==> config.mk <==
export PLATFORM = sky130hd
export DESIGN_NAME = segre_store_buffer
export DESIGN_NICKNAME = d
export VERILOG_FILES = /design/src/rtl/segre_store_buffer.sv
export SDC_FILE = /design/constraint.sdc
export NUM_CORES = 1
export LEC_CHECK = 0
export CAP_MARGIN = 20
export CORE_ASPECT_RATIO = 1.75
export CORE_UTILIZATION = 45
export DETAILED_ROUTE_END_ITERATION = 10
export PLACE_DENSITY_LB_ADDON = 0.05
export SLEW_MARGIN = 20
export SYNTH_ARGS = -nofsm -noshare
export SYNTH_HDL_FRONTEND = slang
export SYNTH_SLANG_ARGS = --single-unit
==> constraint.sdc <==
create_clock -name clk_i -period 11.2 [get_ports clk_i]
set_input_delay 2.24 -clock clk_i [delete_from_list [all_inputs] [get_ports clk_i]]
set_output_delay 2.24 -clock clk_i [all_outputs]
set_load 0.02 [all_outputs]
==> src/rtl/segre_store_buffer.sv <==
// Coalescing store buffer: queues byte-enabled word stores toward memory and
// answers forwarding queries from loads against the resident entries.
module segre_store_buffer #(
    parameter int unsigned DEPTH  = 4,
    parameter int unsigned ADDR_W = 32,
    parameter int unsigned DATA_W = 32
) (
    input  logic                       clk_i,
    input  logic                       rst_i,
    input  logic                       st_valid_i,
    output logic                       st_ready_o,
    input  logic [ADDR_W-1:0]          st_addr_i,
    input  logic [DATA_W-1:0]          st_data_i,
    input  logic [1:0]                 st_type_i,
    input  logic                       ld_valid_i,
    input  logic [ADDR_W-1:0]          ld_addr_i,
    input  logic [1:0]                 ld_type_i,
    output logic                       ld_hit_o,
    output logic                       ld_stall_o,
    output logic [DATA_W-1:0]          ld_data_o,
    output logic                       mem_valid_o,
    input  logic                       mem_ready_i,
    output logic [ADDR_W-1:0]          mem_addr_o,
    output logic [DATA_W-1:0]          mem_data_o,
    output logic [DATA_W/8-1:0]        mem_be_o,
    output logic [$clog2(DEPTH+1)-1:0] count_o,
    output logic                       empty_o,
    output logic                       full_o,
    output logic                       err_o
);

    localparam int unsigned NB = DATA_W / 8;
    localparam int unsigned OW = $clog2(NB);
    localparam int unsigned PW = $clog2(DEPTH);
    localparam int unsigned CW = $clog2(DEPTH + 1);

    localparam logic [1:0] TYPE_BYTE = 2'd0;
    localparam logic [1:0] TYPE_HALF = 2'd1;

    logic [ADDR_W-1:0] addr_q [DEPTH];
    logic [DATA_W-1:0] data_q [DEPTH];
    logic [NB-1:0]     be_q   [DEPTH];

    logic [PW-1:0] head_q, head_d;
    logic [PW-1:0] tail_q, tail_d;
    logic [CW-1:0] count_q, count_d;
    logic          err_q, err_d;

    function automatic logic [NB-1:0] lane_be(input logic [1:0] t, input logic [OW-1:0] off);
        case (t)
            TYPE_BYTE: lane_be = NB'(1) << off;
            TYPE_HALF: lane_be = NB'(3) << off;
            default:   lane_be = '1;
        endcase
    endfunction

    function automatic logic is_misaligned(input logic [1:0] t, input logic [OW-1:0] off);
        case (t)
            TYPE_BYTE: is_misaligned = 1'b0;
            TYPE_HALF: is_misaligned = off[0];
            default:   is_misaligned = (off != '0);
        endcase
    endfunction

    logic [OW-1:0]     st_off;
    logic [ADDR_W-1:0] st_waddr;
    logic [NB-1:0]     st_be;
    logic [DATA_W-1:0] st_data_sh;
    logic [DATA_W-1:0] merged;
    logic [PW-1:0]     young;
    logic              st_hs, st_mis, st_acc, st_coal, st_app, pop;

    assign st_off     = st_addr_i[OW-1:0];
    assign st_waddr   = {st_addr_i[ADDR_W-1:OW], OW'(0)};
    assign st_be      = lane_be(st_type_i, st_off);
    assign st_data_sh = st_data_i << {st_off, 3'b000};
    assign st_mis     = is_misaligned(st_type_i, st_off);
    assign young      = tail_q - PW'(1);

    assign st_hs   = st_valid_i && st_ready_o;
    assign st_acc  = st_hs && !st_mis;
    // Youngest is never the head once two entries are resident, so the head stays frozen.
    assign st_coal = st_acc && (count_q >= CW'(2)) && (addr_q[young] == st_waddr);
    assign st_app  = st_acc && !st_coal;
    assign pop     = mem_valid_o && mem_ready_i;

    always_comb begin
        merged = data_q[young];
        for (int b = 0; b < NB; b++) begin
            if (st_be[b]) merged[8*b +: 8] = st_data_sh[8*b +: 8];
        end
    end

    always_comb begin
        head_d  = head_q;
        tail_d  = tail_q;
        err_d   = st_hs && st_mis;
        if (st_app) tail_d = tail_q + PW'(1);
        if (pop)    head_d = head_q + PW'(1);
        count_d = count_q + CW'(st_app) - CW'(pop);
    end

    always_ff @(posedge clk_i or posedge rst_i) begin
        if (rst_i) begin
            head_q  <= '0;
            tail_q  <= '0;
            count_q <= '0;
            err_q   <= 1'b0;
        end else begin
            head_q  <= head_d;
            tail_q  <= tail_d;
            count_q <= count_d;
            err_q   <= err_d;
        end
    end

    // Entry payload needs no reset; occupancy is tracked by the pointers and count.
    always_ff @(posedge clk_i) begin
        if (st_app) begin
            addr_q[tail_q] <= st_waddr;
            data_q[tail_q] <= st_data_sh;
            be_q[tail_q]   <= st_be;
        end else if (st_coal) begin
            data_q[young] <= merged;
            be_q[young]   <= be_q[young] | st_be;
        end
    end

    logic [NB-1:0]     ld_be;
    logic [ADDR_W-1:0] ld_waddr;
    logic [PW-1:0]     ld_idx;
    logic              ld_match, ld_cover;
    logic [NB-1:0]     m_be;
    logic [DATA_W-1:0] m_data;

    // Scan oldest to youngest so the last match seen is the youngest one.
    always_comb begin
        ld_be    = lane_be(ld_type_i, ld_addr_i[OW-1:0]);
        ld_waddr = {ld_addr_i[ADDR_W-1:OW], OW'(0)};
        ld_idx   = '0;
        ld_match = 1'b0;
        m_be     = '0;
        m_data   = '0;
        for (int i = 0; i < DEPTH; i++) begin
            ld_idx = head_q + PW'(i);
            if ((CW'(i) < count_q) && (addr_q[ld_idx] == ld_waddr)) begin
                ld_match = 1'b1;
                m_be     = be_q[ld_idx];
                m_data   = data_q[ld_idx];
            end
        end
    end

    assign ld_cover   = ((m_be & ld_be) == ld_be);
    assign ld_hit_o   = ld_valid_i && ld_match && ld_cover;
    assign ld_stall_o = ld_valid_i && ld_match && !ld_cover;
    assign ld_data_o  = ld_hit_o ? m_data : '0;

    assign count_o     = count_q;
    assign empty_o     = (count_q == '0);
    assign full_o      = (count_q == CW'(DEPTH));
    assign st_ready_o  = !full_o;
    assign err_o       = err_q;
    assign mem_valid_o = !empty_o;
    assign mem_addr_o  = mem_valid_o ? addr_q[head_q] : '0;
    assign mem_data_o  = mem_valid_o ? data_q[head_q] : '0;
    assign mem_be_o    = mem_valid_o ? be_q[head_q]   : '0;

endmodule

==> results of run 1 <==
synth_stat cells, drive strengths merged (31+ instances only):
cell type,n
edfxtp,264
mux2i,244
nand2,153
nor2,144
xnor2,101
clkbuf,82
buf,75
mux4,75
o21ai,71
nor2b,66
mux2,49
xor2,42
and2,41
a21oi,37
o22ai,32
o31a,31
power breakdown:
part           internal, W  switching [W]  leakage, nW
Sequential         0.00126       0.000159         2.50
Clock             0.000529       0.000413        0.428
Combinational      0.00157        0.00220         5.46
Total              0.00336        0.00277         8.38
worst reg2reg max path, stage by stage, from the launching register on:
cell	delay, ps
dfrtp_1	480
inv_1	140
ha_1	320
buf_4	360
mux4_2	410
xnor2_1	250
nand4_1	220
nor4_1	730
nand4_1	730
inv_1	500
a31oi_1	310
nor2_1	930
through the flow:
step	util [%]	hold slack [ps]	instances	area (um^2)
floorplan	-	647	1818	20300
global placement	51.0	615	2480	22600
detailed placement	51.0	638	2480	22600
CTS	53.0	646	2530	23500
global route	53.0	693	2530	23500
finish	53.0	658	2531	23500
area by class of cell:
| type | instances | share of cell area [%] |
|---|---|---|
| antenna | 1 | 0.0106 |
| clock buffer | 36 | 3.10 |
| clock inverter | 14 | 0.686 |
| inverter | 24 | 0.393 |
| multi-input combinational | 1365 | 48.0 |
| sequential | 272 | 34.6 |
| tap | 572 | 3.04 |
| timing repair buffer | 247 | 10.2 |
metal layers:
| metal | vias to the layer above | global-route usage, % |
|---|---|---|
| li1 | 7153 | - |
| met5 | - | 0 |
| met1 | 7974 | 32.8 |
| met2 | 672 | 57.5 |
| met4 | 0 | 20.8 |
| met3 | 204 | 3.24 |
logic make-up (layout without fill, tap and decap cells):
family	count (synthesis)	in the layout	synth area share, %
multiplexers	368	368	23.1
XOR/XNOR	143	143	6.17
other	1	3	0.0185
flip-flops	272	272	40.0
buffers and inverters	181	321	4.54
AND/OR/NAND/NOR	506	506	13.1
AO/OA/AOI/OAI	337	337	12.6
adder cells (fa/ha/maj)	9	9	0.591
registers in the layout, summed over array words and instances (netlist names):
register  count
head_q        2
count_o       3
be_q         16
tail_q        2
data_q      128
err_o         1
addr_q      120
final timing paths:
kind | from | end | slack [ps]
setup / recovery | ld_addr_i[27] | ld_data_o[22] | 1720
hold / removal | tail_q[0]$_DFFE_PP0P_ | tail_q[0]$_DFFE_PP0P_ | 660
setup reg to reg | tail_q[1]$_DFFE_PP0P_ | data_q[0][17]$_DFFE_PP_ | 5450
hold reg to reg | tail_q[0]$_DFFE_PP0P_ | tail_q[0]$_DFFE_PP0P_ | 660
max in group asynchronous | rst_i | head_q[1]$_DFFE_PP0P_ | 8890
min in group asynchronous | rst_i | head_q[0]$_DFFE_PP0P_ | 1970
==> impl_metrics.csv, run 1 <==
group,metric,value,unit
sta,setup_ws,1720,ps
cells_and_area,drive_gt1_share,13.1,%
floorplan,core_area,0.0444,mm^2
logic_synthesis,netlist_top_cells_area,"edfxtp_1 (39%), mux2i_1 (12%), mux4_2 (8.3%)",
sta,min_period,9480,ps
floorplan,die_x,163,um
cells_and_area,multi_input_area,0.0113,mm^2
detailed_routing,drtPass1Iterations,6,
detailed_routing,dr_wl_met2,38500,um
floorplan,num_rows,102,
logic_synthesis,ys_warn_count,0,
cells_and_area,final_common_cell,"edfxtp_1",
logic_synthesis,yosysTopAreaCell,"edfxtp_1",
setup_path,crit_cells,14,
place,portBuffers,212,
setup_path,arrival,7240,ps
logic_synthesis,synthCells,1817,
setup_path,crit_family,"buffers and inverters",
setup_path,endpoint_kind,"output pin",
clock_tree,cts_tree,"done",
clock_tree,cts-htree-levels,1,
global_routing,antenna_found_initial,1,
detailed_routing,first_iter_violations,1114,
detailed_routing,wl_per_cell,28.4,um
logic_synthesis,ys_seq_elements,272,
power,ir_worst_vdd,161,uV
global_routing,grt_max_degree,68,
cells_and_area,layout_common_cells,"edfxtp_1 (264), mux2i_1 (243), clkdlybuf4s50_1 (212)",
detailed_routing,drtAntennaViolNets,0,
power,leakagePower,8.38,nW
setup_path,rr_worst_depth,11,
clock_tree,postCtsSetupBuffers,0,
cells_and_area,finalNetCount,2051,
detailed_routing,totalWireLength,71900,um
global_routing,grt_pass1_wl,105000,um
clock_tree,cts_buffers,27,
detailed_routing,wl_met1,24800,um
logic_synthesis,synth_edf_count,264,
sta,finalHoldViolations,0,
logic_synthesis,synth.yosys.seq_area_share,40.0,%
detailed_routing,drc,0,
setup_path,crit_path_max_fanout,22,
place,dp_hpwl,52500,um
setup_path,worstPathRequired,8960,ps
global_routing,grt_pass1_vias,16200,
cells_and_area,syn_to_final_growth,15.9,%
setup_path,crit_path_cell_trace,"clkdlybuf4s50_1, xor2_1, nand4_1, a2111oi_2, nand4_2, buf_4, and3_1, a2111oi_0, a2111o_1, o211ai_2, a211o_4, buf_12, nor2_4, clkdlybuf4s50_1",
place,gp_congestion,0.998,
floorplan,ios,215,
sta,finClkSkew,36.6,ps
floorplan,die_y,283,um
clock_tree,clkLatencyLatePin,590,ps
clock_tree,cts.clk_slew.worst_paths,60,ps
logic_synthesis,syn_avg_cell_area,11.2,um^2
min_path,hp-class,"flip-flop to flip-flop",
min_path,hold_depth,2,
setup_path,cp_num_buf_inv,4,
sta,relSlewSlack,30.2,%
cells_and_area,fillCellCount,3976,
place,place_ws,1760,ps
clock_tree,cts.sinks,272,
detailed_routing,met3WireLength,3460,um
sta,fmax,106,MHz
setup_path,cp_slowest_cell,"clkdlybuf4s50_1",
global_routing,grt-ovfl-total,0,
detailed_routing,vias,16000,
power,p_per_area,260,mW/mm^2
setup_path,max_stage_delay,740,ps
sta,maxSlewViolCount,0,
clock_tree,cts_buffer_depth,3,
outcome,outcome,"complete, no violations",
cells_and_area,register_area,0.00814,mm^2
job,max-cap-violations,0,
sta,rsz0062_at_grt,"false",
sta,fin_tns_setup,0,ps
setup_path,startpoint_type,"input port",
floorplan,dieArea,0.0460,mm^2
logic_synthesis,async_reset_ff_share,2.94,%
logic_synthesis,synth_cell_type_count,87,
setup_path,crit_top_cell,"clkdlybuf4s50_1",
floorplan,start_util,45.7,%
clock_tree,cts_hold_buf,0,
detailed_routing,highest_layer,"met4",
sta,finalCritPeriodShare,84.6,%
setup_path,critPathKind,"input port to output pin",
logic_synthesis,synth_top_area_share,39.0,%
detailed_routing,avgViaCountPerCell,6.32,
logic_synthesis,netlist_area,0.0203,mm^2
sta,setup_violations,0,
clock_tree,cts_resized,0,
logic_synthesis,synthFlopType,"edfxtp_1",
global_routing,grt_use_total,31.2,%
sta,worst_slew_pin_slew,1040,ps
clock_tree,cts_root_buf,"clkbuf_16",
power,total_power,0.00613,W
Note: power is estimated with default switching activity, not from simulation.
==> run 2, diff against run 1 <==
clock period = 8.05 ns   (was 11.2 ns; I/O delays follow)
==> impl_metrics.csv, run 2 (synthesis results as in run 1) <==
group,metric,value,unit
sta,relSlewSlack,32.2,%
detailed_routing,first_iter_violations,1184,
cells_and_area,syn_to_final_growth,17.4,%
cells_and_area,layout_common_cells,"edfxtp_1 (264), mux2i_1 (243), clkdlybuf4s50_1 (212)",
power,p_per_area,357,mW/mm^2
global_routing,grt_max_degree,80,
power,pwr-share-seq,23.3,%
setup_path,worstPathRequired,6440,ps
min_path,hp-class,"flip-flop to flip-flop",
floorplan,num_rows,102,
detailed_routing,drtAntennaViolNets,0,
detailed_routing,avgViaCountPerCell,6.27,
cells_and_area,largest_reg_flops,128,
sta,worst_slew_pin_slew,1010,ps
global_routing,use_met3,4.41,%
clock_tree,cts-htree-levels,1,
global_routing,grt_pass1_wl,105000,um
global_routing,busiest_layer,"met2",
setup_path,startpoint_type,"input port",
global_routing,met1_usage,32.0,%
place,gp_congestion,0.980,
global_routing,met2_usage,59.0,%
clock_tree,cts_hold_buf,0,
sta,rsz0062_at_grt,"false",
setup_path,crit_path_cell_trace,"clkdlybuf4s50_1, inv_1, o221ai_1, a2111oi_1, nand4_2, buf_4, a2111oi_0, a2111o_1, o211ai_2, a211o_4, buf_4, nor2_1, clkdlybuf4s50_1",
cells_and_area,num_antenna_cells,0,
sta,finalCritPeriodShare,98.5,%
detailed_routing,totalWireLength,72400,um
setup_path,arrival,6320,ps
clock_tree,cts_root_buf,"clkbuf_16",
power,leakagePower,8.59,nW
cells_and_area,regMostFlops,"data_q",
sta,setup_violations,0,
place,portBuffers,212,
detailed_routing,vias,16100,
global_routing,antenna_found_initial,1,
job,max-cap-violations,0,
detailed_routing,drtPass1Iterations,5,
cells_and_area,reg_top3,"data_q x128, addr_q x120, be_q x16",
cells_and_area,final_common_cell,"edfxtp_1",
power,total_power,0.00851,W
global_routing,grt_pass1_vias,16300,
sta,finalHoldViolations,0,
setup_path,endpoint_kind,"output pin",
clock_tree,cts.sinks,272,
global_routing,grt-ovfl-total,0,
setup_path,crit_path_max_fanout,25,
setup_path,crit_family,"compound AO/OA/AOI/OAI gates",
clock_tree,cts.clk_slew.worst_paths,70,ps
floorplan,dieArea,0.0460,mm^2
sta,finClkSkew,20.4,ps
detailed_routing,wl_per_cell,28.1,um
clock_tree,cts_buffers,27,
detailed_routing,drc,0,
global_routing,grt_use_total,31.4,%
setup_path,max_stage_delay,700,ps
power,intPower,0.00466,W
clock_tree,cts_tree,"done",
outcome,outcome,"complete, no violations",
floorplan,ios,215,
setup_path,cp_num_buf_inv,5,
cells_and_area,drive_gt1_share,14.7,%
power,ir_worst_vdd,216,uV
clock_tree,clkLatencyLatePin,580,ps
clock_tree,cts_buffer_depth,3,
sta,fin_tns_setup,0,ps
floorplan,die_y,283,um
setup_path,critPathKind,"input port to output pin",
power,power_switching_share,45.2,%
setup_path,cp_slowest_cell,"a2111oi_1",
sta,fmax,126,MHz
sta,min_period,7930,ps
cells_and_area,finalNetCount,2093,
floorplan,die_x,163,um
floorplan,start_util,45.7,%
place,dp_hpwl,53100,um
sta,maxSlewViolCount,0,
power,clkPwrFrac,14.3,%
power,power_switching,0.00384,W
floorplan,core_area,0.0444,mm^2
power,pwr-share-comb,62.4,%
[run 2: cell types whose count changed in the layout (fill, tap and decap cells not counted), moves of 2 or more]
cell / delta
buf_12: +6
buf_4: +35
bufinv_16: -2
clkbuf_1: -2
clkbuf_8: -2
clkinv_1: +5
[run 2: what timing repair did]
action,CTS,global route
endpoints found under the setup margin,0,8
resized for setup,0,1
buffers inserted,0,2
[run 2: cell type report]
| cell class | instances | area [um^2] |
|---|---|---|
| clock buffers | 32 | 694 |
| clock inverters | 18 | 125 |
| fillers | 3952 | 20600 |
| inverters | 24 | 92.6 |
| multi-input cells | 1365 | 11300 |
| flip-flops and latches | 272 | 8140 |
| well taps | 572 | 716 |
| repair buffers | 289 | 2800 |
[run 2: per-layer routing]
metal / part of all wire, % / vias to the layer above / wire, um
met5: 0 / - / 0
met4: 7.0 / 0 / 5070
met3: 5.4 / 214 / 3880
met2: 54 / 680 / 39200
met1: 33 / 8011 / 24200
li1: - / 7229 / -
[run 2: through the flow]
| stage | util [%] | hold WS, ps | setup WS [ps] | cell area (um^2) | cells |
|---|---|---|---|---|---|
| 3_5_place_dp | 51.8 | 662 | 293 | 23000 | 2519 |
| 3_3_place_gp | 51.8 | 658 | 370 | 23000 | 2519 |
| 5_1_grt | 53.7 | 685 | 11.4 | 23800 | 2572 |
| 4_1_cts | 53.6 | 682 | 276 | 23800 | 2569 |
| 6_report | 53.7 | 646 | 120 | 23800 | 2572 |
| 2_1_floorplan | - | 647 | 1900 | 20300 | 1818 |
[run 2: worst reg2reg max path: stages (launching register included)]
cell and delay, ps:
dfrtp_2 750, inv_1 260, ha_1 370, buf_4 460, mux4_2 430, xnor2_1 270, nand4_1 240, nor4_1 430
clkbuf_2 260, nand4_1 160, buf_4 240, inv_1 200, nor2_1 170, inv_1 90, ha_1 220, inv_1 50
ha_1 130, inv_1 50, fa_1 400, xor2_1 170
[run 2: power groups by stage]
stage               Clock [W]  Combinational [W]  Sequential [W]
global placement            0            0.00524         0.00201
floorplan                   0            0.00359         0.00186
CTS                   0.00123            0.00528         0.00199
finish                0.00122            0.00531         0.00198
detailed placement          0            0.00525         0.00202
global route          0.00129            0.00561         0.00201
[run 2: final timing paths]
check	start	end	slack [ps]	cells past startpoint
worst max register to register	tail_q[0]$_DFFE_PP0P_	count_o[2]$_DFF_PP0_	2580	19
min in group asynchronous	rst_i	head_q[0]$_DFFE_PP0P_	1330	2
worst max-delay path	ld_addr_i[3]	ld_data_o[0]	120	13
worst min register to register	count_o[0]$_DFF_PP0_	count_o[0]$_DFF_PP0_	650	1
worst min-delay path	count_o[0]$_DFF_PP0_	count_o[0]$_DFF_PP0_	650	1
max in group asynchronous	rst_i	head_q[1]$_DFFE_PP0P_	6400	2
==> run 3, diff against run 2 <==
CORE_ASPECT_RATIO = 1.1   (was 1.75)
==> impl_metrics.csv, run 3 (synthesis results as in run 1) <==
group,metric,value,unit
outcome,outcome,"complete, no violations",
global_routing,antenna_found_initial,0,
detailed_routing,vias,16000,
clock_tree,cts.clk_slew.worst_paths,70,ps
power,leakagePower,8.57,nW
detailed_routing,drtPass1Iterations,5,
place,dp_hpwl,49600,um
sta,setup_ws,143,ps
sta,finalCritPeriodShare,98.2,%
place,portBuffers,212,
place,gp_congestion,0.987,
detailed_routing,avgViaCountPerCell,6.21,
floorplan,core_area,0.0445,mm^2
power,ir_worst_vdd,265,uV
cells_and_area,final_cells,2573,
setup_path,crit_top_cell,"buf_4",
setup_path,worstPathRequired,6440,ps
min_path,hp-class,"flip-flop to flip-flop",
floorplan,die_x,205,um
sta,finClkSkew,12.3,ps
place,place_ws,261,ps
clock_tree,cts_resized,0,
cells_and_area,layout_common_cells,"edfxtp_1 (264), mux2i_1 (243), clkdlybuf4s50_1 (211)",
global_routing,grt-ovfl-total,0,
global_routing,grt_use_total,29.6,%
sta,maxSlewViolCount,0,
job,max-cap-violations,0,
floorplan,die_y,225,um
setup_path,critPathKind,"input port to output pin",
cells_and_area,register_area,0.00814,mm^2
cells_and_area,multi_input_area,0.0113,mm^2
sta,relSlewSlack,24.5,%
setup_path,cp_num_buf_inv,5,
clock_tree,cts-htree-levels,1,
cells_and_area,final_core_util,53.6,%
sta,worst_slew_pin_slew,1120,ps
floorplan,num_rows,81,
clock_tree,clkLatencyLatePin,570,ps
clock_tree,cts_hold_buf,0,
setup_path,crit_path_cell_trace,"clkdlybuf4s50_1, buf_4, o2bb2ai_1, a2111oi_0, buf_4, nor2_1, or3_1, or4b_2, nand3_1, a21oi_1, o211ai_2, a211o_4, buf_4, nor2_1, clkdlybuf4s50_1",
setup_path,endpoint_kind,"output pin",
floorplan,dieArea,0.0460,mm^2
detailed_routing,drc,0,
sta,fmax,126,MHz
cells_and_area,reg_top3,"data_q x128, addr_q x120, be_q x16",
clock_tree,cts_root_buf,"clkbuf_16",
clock_tree,cts_buffer_depth,3,
floorplan,start_util,45.7,%
detailed_routing,wl_per_cell,26.7,um
detailed_routing,drtAntennaViolNets,0,
sta,setup_violations,0,
detailed_routing,totalWireLength,68700,um
cells_and_area,final_common_cell,"edfxtp_1",
clock_tree,cts_buffers,29,
global_routing,grt_pass1_wl,101000,um
sta,fin_tns_setup,0,ps
setup_path,max_stage_delay,770,ps
global_routing,grt_max_degree,156,
setup_path,cp_slowest_cell,"or4b_2",
setup_path,rr_worst_depth,11,
setup_path,arrival,6300,ps
setup_path,crit_cells,15,
min_path,hold_depth,2,
cells_and_area,regMostFlops,"data_q",
sta,min_period,7910,ps
clock_tree,cts.sinks,272,
setup_path,crit_family,"buffers and inverters",
cells_and_area,fillCellCount,3940,
setup_path,startpoint_type,"input port",
global_routing,met2_usage,51.3,%
setup_path,crit_path_max_fanout,13,
cells_and_area,syn_to_final_growth,17.5,%
place,dp.cells,2519,
cells_and_area,finalNetCount,2084,
sta,finalHoldViolations,0,
global_routing,use_met3,3.12,%
cells_and_area,largest_reg_flops,128,
detailed_routing,first_iter_violations,1055,
global_routing,busiest_layer,"met2",
power,p_per_area,356,mW/mm^2
clock_tree,postCtsSetupBuffers,0,
clock_tree,cts_tree,"done",
cells_and_area,num_antenna_cells,0,
global_routing,grt_pass1_vias,15700,
global_routing,met1_usage,36.3,%
sta,rsz0062_at_grt,"false",
floorplan,ios,215,
cells_and_area,drive_gt1_share,14.4,%
==> run 3: cell type report <==
class	instances	area share [%]
repair buffers	278	11.5
clock buffers	42	3.33
flip-flops and latches	272	34.1
multi-input cells	1365	47.3
inverters	24	0.388
well taps	581	3.05
clock inverters	11	0.346
==> run 3: per-layer routing <==
| metal | routed length, um | vias to the layer above |
|---|---|---|
| met5 | 0 | - |
| met4 | 3560 | 0 |
| met3 | 3520 | 155 |
| met2 | 34500 | 580 |
| met1 | 27100 | 8014 |
| li1 | - | 7220 |
==> run 3: path summary, 6_finish.rpt <==
path,slack [ps],end,startpoint
max in group asynchronous,6270,head_q[0]$_DFFE_PP0P_,rst_i
setup / recovery,140,ld_data_o[31],ld_addr_i[12]
hold / removal,650,tail_q[0]$_DFFE_PP0P_,tail_q[0]$_DFFE_PP0P_
setup reg to reg,2520,data_q[0][20]$_DFFE_PP_,tail_q[1]$_DFFE_PP0P_
hold reg to reg,650,tail_q[0]$_DFFE_PP0P_,tail_q[0]$_DFFE_PP0P_
min in group asynchronous,1380,count_o[1]$_DFF_PP0_,rst_i
==> run 3: report_power, final <==
group	leakage [nW]	switching [W]	internal (W)	total (W)
Clock	0.428	0.000551	0.000713	0.00126
Combinational	5.65	0.00301	0.00226	0.00527
Sequential	2.50	0.000201	0.00175	0.00195
Total	8.57	0.00376	0.00472	0.00849
==> run 3: worst min-delay path: cells and delay by family, from the launching register on <==
family,cells,cell delay (ps)
buffers and inverters,1,110
DFF,1,350
xor gates and xnor gates,1,150
==> run 3: stage by stage <==
step	hold WS (ps)	cell area (um^2)	total power [W]
detailed placement	642	23000	0.00719
global route	711	23900	0.00888
CTS	655	23800	0.00849
finish	653	23900	0.00849
floorplan	647	20300	0.00545
global placement	629	23000	0.00718
